## src/rtl/pdm_demod.sv

```systemverilog
// ---------------------------------------------------------------------------
// pdm_demod
//   Recovers an NBITS sample from a 1-bit PDM stream by integrate-and-dump over
//   fixed windows of 2^LOG2_WIN cycles. After SKIP_WIN settling windows, one
//   scaled, saturated sample is produced per window with a one-cycle strobe.
//
// Ports
//   clk          in   1      clock, rising edge
//   rst          in   1      asynchronous, active-high reset
//   en           in   1      acquisition enable; low aborts the current window
//   pdm_in       in   1      PDM bit stream, sampled every cycle in SKIP/RUN
//   dout         out  NBITS  last completed window result, held between strobes
//   valid        out  1      one-cycle strobe, dout updated on the same edge
//   busy         out  1      high in SKIP or RUN
//   dbg_state_o  out  2      current FSM state (IDLE=0, SKIP=1, RUN=2)
//
// Output protocol: valid is a pure strobe with no backpressure. The consumer
// must take dout in the cycle valid is high; dout stays stable until the next
// strobe, an abort does not touch it, and only rst clears it.
// ---------------------------------------------------------------------------
module pdm_demod #(
  parameter int NBITS    = 10,
  parameter int LOG2_WIN = 10,
  parameter int SKIP_WIN = 1
) (
  input  logic             clk,
  input  logic             rst,
  input  logic             en,
  input  logic             pdm_in,
  output logic [NBITS-1:0] dout,
  output logic             valid,
  output logic             busy,
  output logic [1:0]       dbg_state_o
);

  localparam int AW    = LOG2_WIN + 1;
  localparam int SHIFT = LOG2_WIN - NBITS;

  // Largest representable result, widened to the accumulator width.
  localparam logic [AW-1:0] MAXV = AW'((1 << NBITS) - 1);

  typedef enum logic [1:0] {
    IDLE = 2'd0,
    SKIP = 2'd1,
    RUN  = 2'd2
  } state_e;

  state_e                state_q, state_d;
  logic [AW-1:0]         acc_q, acc_d;
  logic [LOG2_WIN-1:0]   wcnt_q, wcnt_d;
  logic [7:0]            skip_q, skip_d;
  logic [NBITS-1:0]      dout_q, dout_d;
  logic                  valid_q, valid_d;

  logic                  win_end;
  logic [AW-1:0]         sum;
  logic [AW-1:0]         res_full;
  logic [NBITS-1:0]      res;

  assign win_end = (wcnt_q == '1);

  // The window's last bit is folded in combinationally so the result is
  // registered on the edge that samples it.
  assign sum      = acc_q + AW'(pdm_in);
  assign res_full = sum >> SHIFT;
  // An all-ones window yields 2^NBITS after scaling; clamp it to full scale.
  assign res      = (res_full > MAXV) ? '1 : res_full[NBITS-1:0];

  always_comb begin
    state_d = state_q;
    acc_d   = acc_q;
    wcnt_d  = wcnt_q;
    skip_d  = skip_q;
    dout_d  = dout_q;
    valid_d = 1'b0;

    unique case (state_q)
      IDLE: begin
        // pdm_in is ignored here; the en-rise cycle itself is never sampled.
        acc_d  = '0;
        wcnt_d = '0;
        skip_d = '0;
        if (en) begin
          state_d = (SKIP_WIN > 0) ? SKIP : RUN;
        end
      end

      SKIP, RUN: begin
        if (win_end) begin
          // A window that ends in the same cycle en falls still completes.
          acc_d  = '0;
          wcnt_d = '0;
          if (state_q == RUN) begin
            dout_d  = res;
            valid_d = 1'b1;
          end else if (skip_q == 8'(SKIP_WIN - 1)) begin
            state_d = RUN;
            skip_d  = '0;
          end else begin
            skip_d = skip_q + 8'd1;
          end
          if (!en) begin
            state_d = IDLE;
            skip_d  = '0;
          end
        end else if (!en) begin
          // Abort: the partial window is dropped, dout is left untouched.
          state_d = IDLE;
          acc_d   = '0;
          wcnt_d  = '0;
          skip_d  = '0;
        end else begin
          acc_d  = sum;
          wcnt_d = wcnt_q + LOG2_WIN'(1);
        end
      end

      default: begin
        state_d = IDLE;
        acc_d   = '0;
        wcnt_d  = '0;
        skip_d  = '0;
      end
    endcase
  end

  always_ff @(posedge clk or posedge rst) begin
    if (rst) begin
      state_q <= IDLE;
      acc_q   <= '0;
      wcnt_q  <= '0;
      skip_q  <= '0;
      dout_q  <= '0;
      valid_q <= 1'b0;
    end else begin
      state_q <= state_d;
      acc_q   <= acc_d;
      wcnt_q  <= wcnt_d;
      skip_q  <= skip_d;
      dout_q  <= dout_d;
      valid_q <= valid_d;
    end
  end

  assign dout        = dout_q;
  assign valid       = valid_q;
  assign busy        = (state_q != IDLE);
  assign dbg_state_o = state_q;

endmodule

```

## config.mk

```make
export PLATFORM = sky130hd
export DESIGN_NAME = pdm_demod
export DESIGN_NICKNAME = d
export VERILOG_FILES = /design/src/rtl/pdm_demod.sv
export SDC_FILE = /design/constraint.sdc
export NUM_CORES = 1
export LEC_CHECK = 0
export CAP_MARGIN = 20
export CORE_AREA = 2 2 79 62
export CTS_CLUSTER_SIZE = 14
export DETAILED_ROUTE_END_ITERATION = 10
export DIE_AREA = 0 0 81 64
export GPL_TIMING_DRIVEN = 0
export PLACE_DENSITY = 0.69
export SLEW_MARGIN = 20
export SYNTH_ARGS = -nofsm -noshare
export SYNTH_HDL_FRONTEND = slang
export SYNTH_SLANG_ARGS = --single-unit
```

## constraint.sdc

```tcl
create_clock -name clk -period 2.8 [get_ports clk]
set_input_delay 0.7 -clock clk [delete_from_list [all_inputs] [get_ports clk]]
set_output_delay 0.7 -clock clk [all_outputs]
set_load 0.1 [all_outputs]
```

==> impl_metrics.toml <==
[power_and_ir_drop]
finalPower_mw = 1.36
p_leak_nw = 1.02
p_per_area_nw_per_um2 = 556
irDropWorstVdd_uv = 448

[detailed_routing]
drc = 0
vias = 1540
wl_um = 4000
wl_per_cell_um = 13.9
vias_per_cell = 5.35
first_pass_iters = 4
initialDrtViolationCount = 101
ant_nets = 0

[grt]
grt_overflow = 0
met2_usage_pct = 24.1
grt.total_usage_pct = 18.1
grt_pass1_wl_um = 7300
grt_max_degree = 28
busiest_layer = "met1"
grt_pass1_vias = 1541
use_met1_pct = 29.0
met3_usage_pct = 3.81
grt_antenna_before_repair = 0

[sta]
setup_viol_count_final = 0
final.setup.worst_slack_ns = 0.195
hold_viol_final = 0
tightest_slew_ns = 0.975
max_freq_mhz = 384
relSlewSlack_pct = 34.8
rsz0062_at_grt = "no"
finClkSkew_ns = 0.00736
whs_ns = 0.497
period_needed_ns = 2.60
post-route-period-util_pct = 93.0
final_max_slew_viol_count = 0

[synth]
synthCells = 203
synth-edff-count = 0
synthFlopType = "dfrtp_1"
async_reset_ff_share_pct = 100
avgSynthCellArea_um2 = 10.2
ys_types = 42
netlist_area_um2 = 2070
synth-seq-cells = 42
ys_warn_count = 0
syn_nets = 216
seq_area_frac_synth_pct = 50.8

[cells_and_area]
diodes = 0
fin_util_pct = 55.9
nFillCells = 388
drive_gt1_share_pct = 10.8
final_common_cell = "dfrtp_1"
layout.area.seq_um2 = 1050
layout_common_cells = "42 x dfrtp_1, 37 x nor2_1, 18 x a21oi_1"
instances_no_fill = 288
multiInputGateArea_um2 = 943
syn2layout_area_growth_pct = 17.9
fin_nets = 243

[setup_path]
r2r_cells = 7
regToRegStartpoint = "acc_q[0]"
required_ns = 3.01
crit_family = "simple AND/OR/NAND/NOR gates"
worst_setup_path_start_kind = "input port"
ff2ff_setup_slack_ns = 0.75
cp_cell_sequence = "clkdlybuf4s50_1 -> ha_1 -> ha_1 -> nand3_1 -> nor4_1 -> nor3b_4 -> buf_4 -> a21oi_1"
arrival_ns = 2.81
endpoint_kind = "flop"
cpMaxStageDelayCell = "nor4_1"
r2r_end = "dout[2]"
max_stage_delay_ns = 0.62
critPathKind = "input port to flop"
cpMostUsedCell = "ha_1"
crit_buf_inv = 2
crit_fanout = 6

[floorplanning]
dieArea_um2 = 5180
start_util_pct = 47.4
ioPinCount = 18
core_um2 = 4360
row_count = 21
die_h_um = 64
die_w_um = 81

[clocking]
root_buffer = "clkbuf_8"
cts_buffer_depth = 2
clkLatencyLatePin_ns = 0.29
cts_sinks = 42
hold_buffers = 0
clk_pin_slew_ns = 0.08
cts_buffers = 5
h-tree-depth = 2
cts_tree = "built"

[outcome]
outcome = "finished, final reports clean"

[place]
finalWeightedCongestion = 0.845
dpl.hpwl_um = 2850
port_buffers = 17
dp.cells = 278
post-place-ws_ns = -0.146

[worst_hold_path]
holdPathStages = 1
hold_path.class = "flop to flop"
hold_start = "wcnt_q[0]"
hold_path_end = "wcnt_q[0]"

[flow_run]
max_cap_violations = 0
Yosys cell counts, drive strengths merged (2+ instances only):
library cell	instances	area, um^2
xnor2	8	70.1
nor2	37	139
a21o	2	15.0
inv	11	41.3
nand3	9	45.0
and2	3	20.0
and4	4	36.3
nor4b	2	23.8
nor3	5	25.0
buf	5	33.8
nand4	8	50.1
ha	9	113
mux2	2	22.5
dfrtp	42	1050
nand2	8	30.0
xor2	8	70.1
or3	2	12.5
o21ai	2	10.0
a21oi	18	90.1
final cells by class:
| type | instances | share of cell area [%] |
|---|---|---|
| Clock buffer | 6 | 3.38 |
| Clock inverter | 2 | 0.513 |
| Buffer | 5 | 1.38 |
| Inverter | 11 | 1.69 |
| Multi-Input combinational cell | 145 | 38.7 |
| Timing Repair Buffer | 20 | 8.36 |
| Sequential cell | 42 | 43.1 |
| Tap cell | 57 | 2.92 |
power by group:
part	switching [mW]	leakage [nW]	internal (mW)	total, mW
Sequential	0.0154	0.531	0.625	0.640
Clock	0.216	0.0472	0.198	0.414
Combinational	0.226	0.447	0.0776	0.303
Total	0.457	1.02	0.901	1.36
sequential cells by signal, indices dropped and copies added, names as in the netlist:
register / cells
acc_q: 11
dout: 10
wcnt_q: 10
skip_q: 8
dbg_state_o: 2
valid: 1
cell families (layout without fill, tap and decap cells):
group / count (synthesis) / after routing / share of synthesized area (%)
adders and majority gates: 9 / 9 / 5.44
buffers and inverters: 16 / 44 / 3.63
DFF: 42 / 42 / 50.8
AOI/OAI and AO/OA: 34 / 34 / 11.4
muxes: 2 / 2 / 1.09
xor gates and xnor gates: 16 / 16 / 6.77
and+or+nand+nor: 84 / 84 / 20.9
routing by layer:
metal | vias to the layer above | share of wire, %
li1 | 771 | -
met1 | 740 | 55
met2 | 27 | 41
met3 | 2 | 3.5
met4 | 0 | 0.35
met5 | - | 0
metrics by stage:
| step | cell area, um^2 | setup TNS, ns |
|---|---|---|
| after floorplan | 2070 | 0 |
| after global placement | 2310 | -1.18 |
| after detailed placement | 2330 | -1.37 |
| after CTS | 2420 | 0 |
| after global routing | 2440 | 0 |
| final | 2440 | 0 |
worst max path at each step:
stage,slack [ns],startpoint,endpoint,depth (start not counted)
after floorplan,0.13,dbg_state_o[0],busy,3
after global placement,-0.13,pdm_in,dout[0],7
after detailed placement,-0.15,pdm_in,dout[2],7
after CTS,0.12,pdm_in,dout[2],7
after global routing,0.06,pdm_in,dout[2],8
final,0.20,pdm_in,dout[2],8
what timing repair did:
item | 4_1_cts | 5_1_grt
cloned | 0 | 0
resized for setup | 1 | 0
setup endpoints to repair | 1 | 10
pin swaps | 0 | 1
buffers inserted | 0 | 2
No activity file was read; power rests on OpenSTA's default activity.
